**src/rtl/mem_arbiter.sv**
```systemverilog
// mem_arbiter: two-requester (IFU fetch / LSU load-store) arbiter in front of
// a single downstream memory port with a req/gnt + rvalid handshake.
//
// Ports
//   clk, rst            sole clock (rising edge), asynchronous active-low reset
//   ifu_reqValid/raddr  fetch request and address
//   ifu_respValid/rdata fetch completion pulse and fetched word
//   lsu_reqValid/addr/wen/wdata/wmask   load/store request
//   lsu_respValid/rdata access completion pulse and load data
//   mem_req/addr/wen/wdata/wmask        downstream request (held until mem_gnt)
//   mem_gnt, mem_rvalid, mem_rdata      downstream accept / completion / data
//   bus_err             one-cycle pulse alongside the response of a timed-out access
//
// Parameters
//   TIMEOUT   cycles allowed in REQ+WAIT before the access is aborted
//   ERR_DATA  read data returned for an aborted access
module mem_arbiter #(
  parameter int unsigned TIMEOUT  = 255,
  parameter logic [31:0] ERR_DATA = 32'hDEADBEEF
) (
  input  logic        clk,
  input  logic        rst,
  input  logic        ifu_reqValid,
  input  logic [31:0] ifu_raddr,
  output logic        ifu_respValid,
  output logic [31:0] ifu_rdata,
  input  logic        lsu_reqValid,
  input  logic [31:0] lsu_addr,
  input  logic        lsu_wen,
  input  logic [31:0] lsu_wdata,
  input  logic [3:0]  lsu_wmask,
  output logic        lsu_respValid,
  output logic [31:0] lsu_rdata,
  output logic        mem_req,
  output logic [31:0] mem_addr,
  output logic        mem_wen,
  output logic [31:0] mem_wdata,
  output logic [3:0]  mem_wmask,
  input  logic        mem_gnt,
  input  logic        mem_rvalid,
  input  logic [31:0] mem_rdata,
  output logic        bus_err
);

  localparam int unsigned CW = ($clog2(TIMEOUT + 1) > 8) ? $clog2(TIMEOUT + 1) : 8;
  localparam logic [CW-1:0] TO_LAST = CW'(TIMEOUT - 1);

  typedef enum logic [1:0] {IDLE, REQ, WAIT, RESP} state_t;

  state_t        state;
  logic          owner;       // 1 = LSU owns the current access
  logic          last_owner;  // 1 = LSU was served last
  logic [31:0]   addr_q;
  logic          wen_q;
  logic [31:0]   wdata_q;
  logic [3:0]    wmask_q;
  logic [CW-1:0] cnt;
  logic          err_q;
  logic [31:0]   ifu_rdata_q;
  logic [31:0]   lsu_rdata_q;

  logic          pick_lsu;
  logic          timeout_hit;
  logic [CW-1:0] cnt_next;

  // On a tie the requester not served last wins.
  assign pick_lsu    = lsu_reqValid && (!ifu_reqValid || !last_owner);
  // Cycle k of REQ+WAIT sees cnt == k-1; the TIMEOUT-th cycle is the last one.
  assign timeout_hit = (cnt >= TO_LAST);
  assign cnt_next    = (cnt == '1) ? cnt : cnt + CW'(1);

  always_ff @(posedge clk or negedge rst) begin
    if (!rst) begin
      state       <= IDLE;
      owner       <= 1'b0;
      last_owner  <= 1'b0;
      addr_q      <= '0;
      wen_q       <= 1'b0;
      wdata_q     <= '0;
      wmask_q     <= '0;
      cnt         <= '0;
      err_q       <= 1'b0;
      ifu_rdata_q <= '0;
      lsu_rdata_q <= '0;
    end else begin
      case (state)
        IDLE: begin
          if (ifu_reqValid || lsu_reqValid) begin
            owner   <= pick_lsu;
            addr_q  <= pick_lsu ? lsu_addr : ifu_raddr;
            wen_q   <= pick_lsu ? lsu_wen : 1'b0;
            wdata_q <= pick_lsu ? lsu_wdata : '0;
            wmask_q <= pick_lsu ? lsu_wmask : '0;
            cnt     <= '0;
            state   <= REQ;
          end
        end
        REQ: begin
          cnt <= cnt_next;
          if (mem_gnt) begin
            state <= WAIT;
          end else if (timeout_hit) begin
            if (owner) lsu_rdata_q <= ERR_DATA;
            else       ifu_rdata_q <= ERR_DATA;
            err_q <= 1'b1;
            state <= RESP;
          end
        end
        WAIT: begin
          cnt <= cnt_next;
          if (mem_rvalid) begin
            if (owner) lsu_rdata_q <= mem_rdata;
            else       ifu_rdata_q <= mem_rdata;
            state <= RESP;
          end else if (timeout_hit) begin
            if (owner) lsu_rdata_q <= ERR_DATA;
            else       ifu_rdata_q <= ERR_DATA;
            err_q <= 1'b1;
            state <= RESP;
          end
        end
        RESP: begin
          last_owner <= owner;
          err_q      <= 1'b0;
          state      <= IDLE;
        end
        default: state <= IDLE;
      endcase
    end
  end

  // Outputs decode only state and latched registers.
  assign mem_req       = (state == REQ);
  assign mem_addr      = addr_q;
  assign mem_wen       = wen_q;
  assign mem_wdata     = wdata_q;
  assign mem_wmask     = wmask_q;
  assign ifu_respValid = (state == RESP) && !owner;
  assign lsu_respValid = (state == RESP) && owner;
  assign bus_err       = (state == RESP) && err_q;
  assign ifu_rdata     = ifu_rdata_q;
  assign lsu_rdata     = lsu_rdata_q;

endmodule

```
**config.mk**
```make
export PLATFORM = sky130hd
export DESIGN_NAME = mem_arbiter
export DESIGN_NICKNAME = d
export VERILOG_FILES = /design/src/rtl/mem_arbiter.sv
export SDC_FILE = /design/constraint.sdc
export NUM_CORES = 1
export LEC_CHECK = 0
export CAP_MARGIN = 20
export CORE_ASPECT_RATIO = 1.1
export CORE_MARGIN = 2
export CORE_UTILIZATION = 41
export DETAILED_ROUTE_END_ITERATION = 12
export MAX_ROUTING_LAYER = met4
export PLACE_DENSITY = 0.8
export RECOVER_POWER = 100
export SLEW_MARGIN = 5
export SYNTH_ARGS = -nofsm -noshare
export SYNTH_HDL_FRONTEND = slang
export SYNTH_SLANG_ARGS = --single-unit
```
**constraint.sdc**
```tcl
create_clock -name clk -period 2.4 [get_ports clk]
set_clock_uncertainty 0.05 [all_clocks]
set_input_delay 0.48 -clock clk [delete_from_list [all_inputs] [get_ports clk]]
set_output_delay 0.48 -clock clk [all_outputs]
set_load 0.1 [all_outputs]
```
# Word-level counts from Yosys, hierarchy flattened

Index checks and enable logic that the tools add are counted.
Widths: inputs -> output; s select.

Bits of input ports: 139
Output and inout port bits: 137
Bits in registers: 146
Logic and storage cells: 70

Mux-type cells: 28
Eq/ne operators: 10
Order comparisons: 1
Reduce and logical (&&, ||, !) cells: 19
Add/subtract/negate cells: 1

Operators with widths:

| operator            | number |
|---|---|
| $mux 32             | 12 |
| $pmux 32 s2         | 2 |
| $mux 8              | 2 |
| $pmux 8 s2          | 1 |
| $reduce_and 3->1    | 4 |
| $add 8x1->8 const B | 1 |
| $eq 8x8->1 const B  | 1 |
| $ge 8x8->1 const B  | 1 |
| $mux 2              | 4 |
| $ne 2x2->1 const B  | 4 |
| $pmux 2 s4          | 1 |
| $ne 3x3->1 const B  | 2 |
| $eq 2x2->1 const B  | 2 |
| $logic_and 1x1->1   | 4 |
| $mux 1              | 4 |
| $mux 4              | 1 |
| $reduce_bool 2->1   | 2 |
| $logic_not 1->1     | 3 |
| $pmux 1 s3          | 1 |
| $reduce_bool 3->1   | 1 |
| $eq 2x1->1 const B  | 1 |
| $logic_not 2->1     | 1 |
| $logic_or 1x1->1    | 2 |
| $reduce_and 2->1    | 1 |
| $reduce_or 2->1     | 1 |

# Depth between registers and ports, before layout

Gate-level depths: netlist of the first run.

Depth after elaboration: 4
Mapped depth: 9
Gate-level depth less buffers: 6

# Least setup slack after synthesis of the first run

No wires, ideal clock.

Path type: reg2reg
Start point: reg state[1]
End point: reg ifu_rdata_q[0], in the netlist ifu_rdata[0]
Library setup time: 0.126 ns
Required time: 2.224 ns
Path slack: -0.310 ns
Path buffers: 2
Cell stages (with the launch flop): 8
Clock period less this slack: 2.710 ns
Data arrival time: 2.534 ns
Path through: dfrtp_1 inv_1 ha_1 nor2_1 or3b_1 clkbuf_1 clkbuf_1 o32a_1

Word-level cells in the longest chain between the ends: 3
Elaborated cells between the ends (all ways): 7
Classes of those cells: eq/ne: 4; mux: 1; reduce/logical: 2

Ends and longest elaborated chain:

| item                                                             | line | RTL |
|---|---|---|
| from (decl)                                                      | 50   | `state_t state;` |
| from (signal assigned)                                           | 74   | `state <= IDLE;` |
| from (signal assigned)                                           | 95   | `state <= REQ;` |
| from (signal assigned)                                           | 101  | `state <= WAIT;` |
| $eq 2x1->1 (*)                                                   | -    |  |
| net mem_req                                                      | 34   | `output logic mem_req,` |
| $ne 2x2->1 (no line) / $reduce_bool 2->1 (equally long branches) | -    |  |
| $reduce_and 3->1 (no line)                                       | -    |  |
| to (signal assigned)                                             | 113  | `else ifu_rdata_q <= mem_rdata;` |
| to (decl)                                                        | 59   | `logic [31:0] ifu_rdata_q;` |

The timed path passes the listed nets; every way through them passes the cells marked *.
A chain may end at the register's enable or synchronous reset.

# Final worst setup path of the first run

Start point: reg state[1]
End point: reg lsu_rdata_q[29], in the netlist lsu_rdata[29]

Word-level cells in the longest chain between the ends: 3
Elaborated cells between the ends (all ways): 7
Classes of those cells: eq/ne: 4; mux: 1; reduce/logical: 2

Ends and longest elaborated chain:

| item                                            | line | RTL |
|---|---|---|
| $eq 2x2->1 / $eq 2x1->1 (equally long branches) | 86   | `case (state)` |
| $ne 3x3->1 (no line) (tied with other cells)    | -    |  |
| $reduce_and 3->1 (no line)                      | -    |  |
| to (signal assigned)                            | 112  | `if (owner) lsu_rdata_q <= mem_rdata;` |
| to (decl)                                       | 60   | `logic [31:0] lsu_rdata_q;` |

Parallel ways exist; a longest one is shown, timed or not.

==> results of run 1 <==
[routing by layer]
layer  routed length, µm  GRT usage  vias up  part of all wire
li1                    -          -     2332                 -
met1                6540      0.264     2407              0.40
met2                8260      0.364      239              0.50
met3                1320     0.0551       20             0.081
met4                 240     0.0693        0             0.015
met5                   0          -        -                 0
[sequential cells by signal, summed over array words and instances (netlist names), 2 cells and up]
signal	flops
mem_wmask	4
state	2
mem_wdata	32
lsu_rdata	32
mem_addr	32
cnt	8
ifu_rdata	32
[stage by stage]
step                      instance area (µm²)  TNS [ns]  setup slack, ns
after floorplan                          5970         0           0.0342
after global placement                   8690         0            0.119
after detailed placement                 8690  -0.00239         -0.00158
after CTS                                9300         0            0.110
after global routing                     8930         0           0.0793
final                                    8930         0            0.216
[how the worst min path moves through the flow]
| stage | to | cells past startpoint |
|---|---|---|
| finish | mem_addr[4] | 2 |
| floorplan | cnt[0] | 0 |
| detailed placement | ifu_rdata[27] | 1 |
| global placement | ifu_rdata[27] | 1 |
| global route | mem_addr[29] | 2 |
| CTS | mem_addr[4] | 2 |
[synthesized netlist by cell type, types with 3 or more instances]
| cell type | instances | area (µm²) |
|---|---|---|
| sky130_fd_sc_hd__nand3_1 | 6 | 30.0 |
| sky130_fd_sc_hd__nor2_1 | 4 | 15.0 |
| sky130_fd_sc_hd__ha_1 | 7 | 87.6 |
| sky130_fd_sc_hd__clkbuf_1 | 22 | 82.6 |
| sky130_fd_sc_hd__buf_2 | 10 | 50.1 |
| sky130_fd_sc_hd__a21oi_1 | 8 | 40.0 |
| sky130_fd_sc_hd__dfrtp_1 | 146 | 3650 |
| sky130_fd_sc_hd__and2_1 | 5 | 31.3 |
| sky130_fd_sc_hd__nor3_1 | 3 | 15.0 |
| sky130_fd_sc_hd__nand2_1 | 42 | 158 |
| sky130_fd_sc_hd__inv_1 | 5 | 18.8 |
| sky130_fd_sc_hd__o32a_1 | 48 | 480 |
| sky130_fd_sc_hd__o21ai_0 | 37 | 185 |
| sky130_fd_sc_hd__mux2i_1 | 32 | 320 |
| sky130_fd_sc_hd__buf_1 | 4 | 15.0 |
| sky130_fd_sc_hd__a22o_1 | 38 | 333 |
| sky130_fd_sc_hd__or4_1 | 3 | 22.5 |
| sky130_fd_sc_hd__buf_4 | 4 | 30.0 |
| sky130_fd_sc_hd__a32o_1 | 16 | 160 |
[cells in the final DEF, fill, tap and decap left out, types with 7 or more instances in the layout]
cell type / count
sky130_fd_sc_hd__o21ai_0: 37
sky130_fd_sc_hd__clkbuf_16: 17
sky130_fd_sc_hd__buf_12: 8
sky130_fd_sc_hd__clkbuf_2: 136
sky130_fd_sc_hd__a21oi_1: 8
sky130_fd_sc_hd__a22o_1: 38
sky130_fd_sc_hd__o32a_1: 48
sky130_fd_sc_hd__a32o_1: 16
sky130_fd_sc_hd__ha_1: 7
sky130_fd_sc_hd__nand2_1: 42
sky130_fd_sc_hd__clkdlybuf4s50_1: 136
sky130_fd_sc_hd__mux2i_1: 32
sky130_fd_sc_hd__dfrtp_1: 146
[cells by family (layout without fill, tap and decap cells)]
| kind of cell | Yosys count | in the layout | synth area share |
|---|---|---|---|
| other cells | 0 | 1 | 0 |
| mux | 33 | 33 | 0.0556 |
| simple gates | 80 | 80 | 0.0681 |
| fa+ha+maj | 7 | 7 | 0.0147 |
| flops | 146 | 146 | 0.612 |
| buf+inv | 45 | 326 | 0.0329 |
| compound gates | 157 | 157 | 0.216 |
[timing repair]
item	in CTS	in global routing
hold endpoints to repair	32	0
setup buffers	0	0
gates resized for setup	0	1
hold buffers	1	0
endpoints found under the setup margin	0	24
[cell type report]
cell class | instances | area (µm²)
diodes | 1 | 2.50
clock buffers | 21 | 470
clock inverters | 9 | 130
fillers | 1198 | 5400
inverters | 5 | 18.8
multi-input cells | 277 | 2130
flip-flops and latches | 146 | 3650
well taps | 192 | 240
repair buffers | 291 | 2280
[worst register-to-register path, stage by stage (launching register included)]
cell	delay, ns
sky130_fd_sc_hd__dfrtp_1	0.41
sky130_fd_sc_hd__inv_1	0.13
sky130_fd_sc_hd__ha_1	0.28
sky130_fd_sc_hd__nor2_1	0.14
sky130_fd_sc_hd__and3b_1	0.25
sky130_fd_sc_hd__clkbuf_2	0.25
sky130_fd_sc_hd__nand2_1	0.27
sky130_fd_sc_hd__a32o_1	0.29
==> results by group, run 1 <==
Run status
  • Run status: finished clean

Timing
  • Unrepaired setup endpoints after global routing: false
  • Final count of hold timing violations: 0
  • Relative slew slack: 0.386
  • Maximum achievable frequency: 458 MHz
  • Max-slew violation count: 0
  • Portion of the clock cycle consumed by the worst path in the final layout: 0.910
  • Time the final worst path needs with I/O delays and setup: 2.18 ns
  • Total of endpoints with negative setup slack in the final report: 0
  • Measured slew at the worst slew-check pin: 0.921 ns
  • Min Hold Slack: 0.430 ns

Setup path
  • Source of the worst register-to-register timing path: state[1]
  • Endpoint kind of the worst setup timing path: register
  • Worst setup path category: register to register
  • Data required, critical path: 2.64 ns
  • Cell with the biggest individual delay on the critical path: sky130_fd_sc_hd__dfrtp_1
  • First element of the critical path: state[1]
  • Worst-case reg-to-reg path depth: 7
  • Critical path's top delay family: simple AND/OR/NAND/NOR gates
  • Crit-path max cell delay: 0.41 ns
  • CP Max Fanout: 9
  • Worst path depth: 7
  • CP endpoint: lsu_rdata[29]
  • WP buf/inv: 2
  • Kind of start point of the critical path: register
  • Capturing point of the worst reg2reg path: lsu_rdata[29]
  • Reg2reg setup slack: 0.22 ns
  • Critical path cell sequence: inv_1 > ha_1 > nor2_1 > and3b_1 > clkbuf_2 > nand2_1 > a32o_1
  • Arrival time worst endpoint: 2.43 ns

Detailed routing
  • Vias per cell: 5.31
  • Total routed wirelength: 16400 µm
  • DRC violations left: 0
  • Number of optimization iterations in the first detailed-route pass: 4
  • Remaining number of nets flagged by the antenna check after routing: 0
  • First-iteration detailed-routing DRC count: 287
  • Vias after detailed routing: 4998
  • DR WL/cell: 17.4 µm

Floorplan
  • X dimension of the die: 119 µm
  • Die ar.: 15500 µm²
  • Site Rows: 46
  • I/O pin count: 276
  • Area of the placeable core: 14300 µm²
  • Die H: 131 µm
  • Initial Utilization: 0.416

Cells and area
  • Post-Route Utilization: 0.623
  • # nets final: 884
  • Count of non-filler cells in the finished layout: 942
  • Layout cell share with drive strength beyond 1: 0.252
  • Area growth from synthesis to layout: 49.6%

Clocking
  • Post-CTS clock slew at the launch and capture registers of the worst setup and hold paths: 0.06 ns
  • Clk root buf: sky130_fd_sc_hd__clkbuf_16
  • Number of buffers created by CTS: 17
  • Maximum count of clock buffers along a single path: 2
  • Clock latency reported for the late side of the worst-skew pair: 0.41 ns
  • Htree depth: 4
  • CTS tree: built
  • Sinks on the clock net: 146

Global route
  • First-pass GRT wire length: 25600 µm
  • Via count of the first global-routing pass: 4968
  • Pin count of the biggest net entering global routing: 103
  • Antenna violations before repair: 1
  • Total congestion overflow: 0
  • Total routing resource utilization after global routing: 0.218

Logic synthesis
  • Number of flops mapped to enable cells by yosys: 0
  • Cell area after synthesis: 5970 µm²
  • Mean instance size in the synthesized netlist: 12.7 µm²
  • Prevailing post-synth register cell: sky130_fd_sc_hd__dfrtp_1
  • Number of synthesized register bits: 146
  • Sequential area share after synthesis: 0.612
  • Post-synthesis cell type count: 41
  • Cell count after synthesis: 468
  • Net count of the mapped netlist: 614
  • Ys Warns: 0
  • Proportion of register bits with asynchronous set or reset after synthesis: 1.00

Hold path
  • Hold/Removal Path Class: register to register
  • Start point of the worst min-delay path: mem_addr[4]

Job
  • Max cap viols: 0

Placed design
  • Hpwl dp: 12100 µm
  • Cell count after placement: 910
  • Final weighted congestion in routability-driven placement: 0.824
  • Count of input and output buffers: 275
Power of run 1 is left out: the tool's default activity adds up to more than one toggle a clock period on the data nets, which glitch-free logic cannot reach.
==> inputs of run 2 (changes only) <==
--- a/config.mk
+++ b/config.mk
@@ -5,13 +5,15 @@
 export SDC_FILE = /design/constraint.sdc
 export NUM_CORES = 1
 export LEC_CHECK = 0
+export ABC_AREA = 1
 export CAP_MARGIN = 20
-export CORE_ASPECT_RATIO = 1.1
 export CORE_MARGIN = 2
-export CORE_UTILIZATION = 41
+export CORE_UTILIZATION = 63
 export DETAILED_ROUTE_END_ITERATION = 12
+export DONT_BUFFER_PORTS = 1
+export GPL_ROUTABILITY_DRIVEN = 0
 export MAX_ROUTING_LAYER = met4
-export PLACE_DENSITY = 0.8
+export PLACE_DENSITY = 0.79
 export RECOVER_POWER = 100
 export SLEW_MARGIN = 5
 export SYNTH_ARGS = -nofsm -noshare
==> run 2 against run 1 <==
Compared with the run above: the run now ends with negative hold slack left; final cell count increased by 10%; synthesized cell count increased by 64%; area after synthesis increased by 10%; routed wire length increased by 11%; register-to-register slack about the same; maximum frequency decreased by 3.4%; critical path depth decreased by 3; largest cell class unchanged.
==> results by group, run 2 <==
Run status
  • Run status: finished with violations
  • Failing checks: negative hold slack

Floorplan
  • Die ar.: 11300 µm²
  • X dimension of the die: 106 µm
  • Site Rows: 37
  • Area of the placeable core: 10200 µm²
  • Die H: 106 µm
  • Initial Utilization: 0.642
  • I/O pin count: 276

Timing
  • Measured slew at the worst slew-check pin: 0.946 ns
  • Final count of hold timing violations: 146
  • Max-slew violation count: 0
  • Portion of the clock cycle consumed by the worst path in the final layout: 0.942
  • Relative slew slack: 0.368
  • Unrepaired setup endpoints after global routing: false
  • Time the final worst path needs with I/O delays and setup: 2.26 ns
  • Maximum achievable frequency: 442 MHz
  • Min Hold Slack: -0.397 ns
  • Final-layout setup total negative slack: 0 ns
  • Total of endpoints with negative setup slack in the final report: 0

Logic synthesis
  • Post-synthesis cell type count: 26
  • Leading post-synthesis cells by instance count: sky130_fd_sc_hd__nand2_1, sky130_fd_sc_hd__dfrtp_1, sky130_fd_sc_hd__nor2_1
  • Number of synthesized register bits: 146
  • Number of flops mapped to enable cells by yosys: 0
  • Basic-gate share of the synthesized area counting and, or, nand and nor cells: 0.226
  • Leading area contributor after synthesis: sky130_fd_sc_hd__dfrtp_1
  • Proportion of synthesized area in mux cells: 0
  • Share of the synthesized area in the top cell type: 0.556
  • Cell area after synthesis: 6570 µm²
  • Xor/xnor cell area share of the yosys netlist: 0.00267
  • Mean instance size in the synthesized netlist: 8.55 µm²
  • Proportion of register bits with asynchronous set or reset after synthesis: 1.00
  • Synth Area in Adders: 0.0133
  • Sequential area share after synthesis: 0.556
  • Prevailing post-synth register cell: sky130_fd_sc_hd__dfrtp_1
  • Net count of the mapped netlist: 914
  • Ys Warns: 0
  • Dominant cells by area after synthesis: sky130_fd_sc_hd__dfrtp_1, sky130_fd_sc_hd__nand2_1, sky130_fd_sc_hd__nor2_1
  • Main combinational cell family by area after synthesis: simple AND/OR/NAND/NOR gates
  • Compound-cell area share of the yosys netlist: 0.118
  • Most common cell in the synthesized netlist: sky130_fd_sc_hd__nand2_1
  • Cell count after synthesis: 768

Global route
  • Pin count of the biggest net entering global routing: 147
  • First-pass GRT wire length: 28200 µm
  • Via count of the first global-routing pass: 5796
  • Total routing resource utilization after global routing: 0.330
  • Total congestion overflow: 0
  • Antenna violations before repair: 2

Detailed routing
  • DRC violations left: 0
  • Vias per cell: 5.69
  • Total routed wirelength: 18100 µm
  • Vias after detailed routing: 5910
  • DR WL/cell: 17.4 µm
  • First-iteration detailed-routing DRC count: 473
  • Number of optimization iterations in the first detailed-route pass: 5
  • Remaining number of nets flagged by the antenna check after routing: 0

Clocking
  • Maximum count of clock buffers along a single path: 2
  • Clk root buf: sky130_fd_sc_hd__clkbuf_8
  • Sinks on the clock net: 146
  • Post-CTS clock slew at the launch and capture registers of the worst setup and hold paths: 0.06 ns
  • Clock latency reported for the late side of the worst-skew pair: 0.52 ns
  • CTS tree: built
  • Number of buffers created by CTS: 17
  • Htree depth: 4

Hold path
  • Hold/Removal Path Class: input pin to async pin

Setup path
  • Arrival time worst endpoint: 1.73 ns
  • Source of the worst register-to-register timing path: state[1]
  • Cell with the biggest individual delay on the critical path: sky130_fd_sc_hd__dfrtp_1
  • Critical path's top delay family: buffers and inverters
  • CP Max Fanout: 5
  • Critical path cell sequence: ha_1 > inv_1 > nor2_2 > clkbuf_4
  • WP buf/inv: 2
  • Worst setup path category: register to primary output
  • Worst-case reg-to-reg path depth: 8
  • Data required, critical path: 1.87 ns
  • Kind of start point of the critical path: register
  • Reg2reg setup slack: 0.21 ns
  • Endpoint kind of the worst setup timing path: primary output
  • Capturing point of the worst reg2reg path: ifu_rdata[22]
  • Crit-path max cell delay: 0.43 ns

Cells and area
  • # nets final: 1034
  • Leading cell type in the layout, fill and taps excluded: sky130_fd_sc_hd__nand2_1
  • Total non-filler cell area in the finished layout: 7980 µm²
  • Commonest cells after routing, fill and taps aside: sky130_fd_sc_hd__nand2_1, sky130_fd_sc_hd__dfrtp_1, sky130_fd_sc_hd__clkbuf_2
  • Post-Route Utilization: 0.780
  • Area growth from synthesis to layout: 21.5%
  • Layout cell share with drive strength beyond 1: 0.245

Placed design
  • Hpwl dp: 12300 µm
  • Count of input and output buffers: 0
  • Cell area after placement: 7570 µm²

Job
  • Max cap viols: 0
[run 2: logic make-up (layout without fill, tap and decap cells)]
logic type | count (synthesis) | in the layout
DFF | 146 | 146
xor gates and xnor gates | 2 | 2
AOI/OAI and AO/OA | 143 | 143
buffers and inverters | 119 | 252
other | 0 | 2
adders and majority gates | 7 | 7
and+or+nand+nor | 351 | 351
[run 2: metrics by stage]
stage / setup slack [ns] / instances
floorplan: 0.110 / 768
global placement: 0.333 / 1001
detailed placement: 0.167 / 1001
CTS: 0.143 / 1033
global route: 0.0232 / 1039
finish: 0.138 / 1039
[run 2: worst reg2reg max path, delay by kind of cell (launching register included)]
kind	cells	cell delay, ns
buf+inv	3	0.60
simple gates	3	0.50
flops	1	0.41
compound gates	1	0.31
fa+ha+maj	1	0.23
[run 2: how the worst max path moves through the flow]
stage / slack, ns / startpoint / to / cells after the start
4_1_cts: 0.14 / state[1] / ifu_rdata[8] / 7
2_1_floorplan: 0.11 / state[1] / ifu_rdata[19] / 10
5_1_grt: 0.02 / state[1] / ifu_rdata[22] / 8
3_3_place_gp: 0.33 / state[0] / lsu_rdata[10] / 9
6_report: 0.14 / state[0] / ifu_respValid / 4
3_5_place_dp: 0.17 / state[1] / lsu_rdata[0] / 8
[run 2: layout make-up]
cell class | instances | area, µm²
Timing Repair Buffer | 145 | 782
Clock buffer | 22 | 443
Antenna cell | 2 | 5.00
Tap cell | 136 | 170
Fill cell | 725 | 2250
Sequential cell | 146 | 3650
Clock inverter | 10 | 253
Inverter | 73 | 284
Multi-Input combinational cell | 503 | 2380
Timing Repair inverter | 2 | 15.0
[run 2: what timing repair did]
item	4_1_cts	5_1_grt
hold endpoints to repair	146	146
buffers inserted	0	2
setup endpoints to repair	0	47
resized for setup	0	7
[run 2: metal layers]
metal	routed length [µm]	track usage	up-vias
met1	6730	0.385	2821
met2	9440	0.545	342
li1	-	-	2693
met5	0	-	-
met4	523	0.128	0
met3	1420	0.0938	54
Power of run 2 is left out for the same reason.
==> inputs of run 3 (changes only) <==
--- a/config.mk
+++ b/config.mk
@@ -7,6 +7,7 @@
 export LEC_CHECK = 0
 export ABC_AREA = 1
 export CAP_MARGIN = 20
+export CORE_ASPECT_RATIO = 0.75
 export CORE_MARGIN = 2
 export CORE_UTILIZATION = 63
 export DETAILED_ROUTE_END_ITERATION = 12
==> constraint.sdc (replaced) <==
create_clock -name clk -period 2.5 [get_ports clk]
set_clock_uncertainty 0.05 [all_clocks]
set_input_delay 0.5 -clock clk [delete_from_list [all_inputs] [get_ports clk]]
set_output_delay 0.5 -clock clk [all_outputs]
set_load 0.1 [all_outputs]
==> run 3 against run 2 <==
Compared with the run above: the run still ends with negative hold slack left; core utilization is 2.2 points lower; clock-buffer cell count is 5 lower; first-iteration DRC count is 18% higher; register-to-register slack worse by 0.07 ns; flip-flop and latch count stayed put; design area is 3.0% lower; routed wire length is 1.0% higher; sequential share of layout area is 1.4 points higher; global-route usage is 0.82 points higher; setup slack worse by 0.0028 ns.
==> results by group, run 3 (synthesis gave the netlist of run 2 again) <==
Timing
  • Total of endpoints with negative setup slack in the final report: 0
  • Maximum achievable frequency: 423 MHz
  • Max-slew violation count: 0
  • Measured slew at the worst slew-check pin: 1.21 ns
  • Final-layout setup total negative slack: 0 ns
  • Time the final worst path needs with I/O delays and setup: 2.36 ns
  • Final count of hold timing violations: 146
  • Min Hold Slack: -0.276 ns
  • Relative slew slack: 0.191
  • Portion of the clock cycle consumed by the worst path in the final layout: 0.946
  • Unrepaired setup endpoints after global routing: true

Global route
  • Total congestion overflow: 0
  • Pin count of the biggest net entering global routing: 147
  • Antenna violations before repair: 0
  • Total routing resource utilization after global routing: 0.338
  • First-pass GRT wire length: 28500 µm
  • Via count of the first global-routing pass: 5725

Detailed routing
  • Vias per cell: 5.60
  • Total routed wirelength: 18300 µm
  • Vias after detailed routing: 5774
  • Number of optimization iterations in the first detailed-route pass: 5
  • First-iteration detailed-routing DRC count: 559
  • DRC violations left: 0
  • Remaining number of nets flagged by the antenna check after routing: 0
  • DR WL/cell: 17.7 µm

Clocking
  • Number of buffers created by CTS: 17
  • Post-CTS Repair Setup Buffers: 0
  • Maximum count of clock buffers along a single path: 2
  • Clk root buf: sky130_fd_sc_hd__clkbuf_16
  • Htree depth: 4
  • Post-CTS clock slew at the launch and capture registers of the worst setup and hold paths: 0.07 ns
  • Sinks on the clock net: 146
  • CTS tree: built
  • CTS-repair resized insts: 0
  • Clock latency reported for the late side of the worst-skew pair: 0.41 ns

Placed design
  • Hpwl dp: 12300 µm
  • Count of input and output buffers: 0

Cells and area
  • Commonest cells after routing, fill and taps aside: sky130_fd_sc_hd__nand2_1, sky130_fd_sc_hd__dfrtp_1, sky130_fd_sc_hd__clkbuf_2
  • Antenna diodes: 0
  • Leading cell type in the layout, fill and taps excluded: sky130_fd_sc_hd__nand2_1
  • # nets final: 1028
  • Layout cell share with drive strength beyond 1: 0.219
  • Area growth from synthesis to layout: 17.9%

Floorplan
  • I/O pin count: 276
  • Die H: 92.4 µm
  • Site Rows: 32
  • Area of the placeable core: 10200 µm²
  • Die ar.: 11300 µm²
  • Initial Utilization: 0.644
  • X dimension of the die: 122 µm

Setup path
  • Data required, critical path: 2.78 ns
  • Kind of start point of the critical path: register
  • Reg2reg setup slack: 0.14 ns
  • Arrival time worst endpoint: 2.65 ns
  • Worst setup path category: register to register
  • CP Max Fanout: 32
  • Endpoint kind of the worst setup timing path: register

Run status
  • Failing checks: negative hold slack
  • Run status: finished with violations

Hold path
  • Hold/Removal Path Class: input pin to async pin

Job
  • Max cap viols: 0
run 3: critical path: stages (launching register included):
cell and delay [ns]:
sky130_fd_sc_hd__dfrtp_1 0.41, sky130_fd_sc_hd__inv_1 0.10, sky130_fd_sc_hd__ha_1 0.23, sky130_fd_sc_hd__inv_1 0.07, sky130_fd_sc_hd__nand2_1 0.06, sky130_fd_sc_hd__nand2_1 0.11
sky130_fd_sc_hd__nor2_2 0.07, sky130_fd_sc_hd__inv_1 0.78, sky130_fd_sc_hd__nor2_1 0.17, sky130_fd_sc_hd__a21oi_1 0.21
run 3: path summary, 6_finish.rpt:
| path | start | cells after the start | endpoint |
|---|---|---|---|
| setup / recovery | state[0] | 9 | lsu_rdata[28] |
| hold / removal | rst | 0 | ifu_rdata[0] |
| setup reg to reg | state[0] | 9 | lsu_rdata[28] |
| hold reg to reg | last_owner | 2 | last_owner |
| max in group asynchronous | rst | 0 | mem_wdata[29] |
| min in group clk | lsu_wdata[17] | 2 | mem_wdata[17] |
run 3: per-layer routing:
metal / GRT usage / share of wire
met5: - / 0
met4: 0.134 / 0.023
met3: 0.101 / 0.091
met2: 0.568 / 0.52
met1: 0.382 / 0.37
run 3: stage by stage:
step / hold WS (ns) / instances / setup WS, ns / utilization / area (µm²)
finish: -0.276 / 1031 / 0.136 / 0.758 / 7740
global route: -0.299 / 1031 / -0.0379 / 0.758 / 7740
CTS: -0.289 / 1031 / 0.169 / 0.796 / 8130
detailed placement: 0.158 / 999 / 0.244 / 0.740 / 7560
global placement: 0.157 / 999 / 0.410 / 0.740 / 7560
floorplan: 0.154 / 768 / 0.0617 / - / 6570
run 3: layout make-up:
type | instances | area, µm²
flip-flops and latches | 146 | 3650
fillers | 789 | 2470
multi-input cells | 503 | 2370
repair buffers | 141 | 707
clock buffers | 17 | 425
inverters | 73 | 274
well taps | 136 | 170
clock inverters | 15 | 141
Power of run 3 is left out for the same reason.
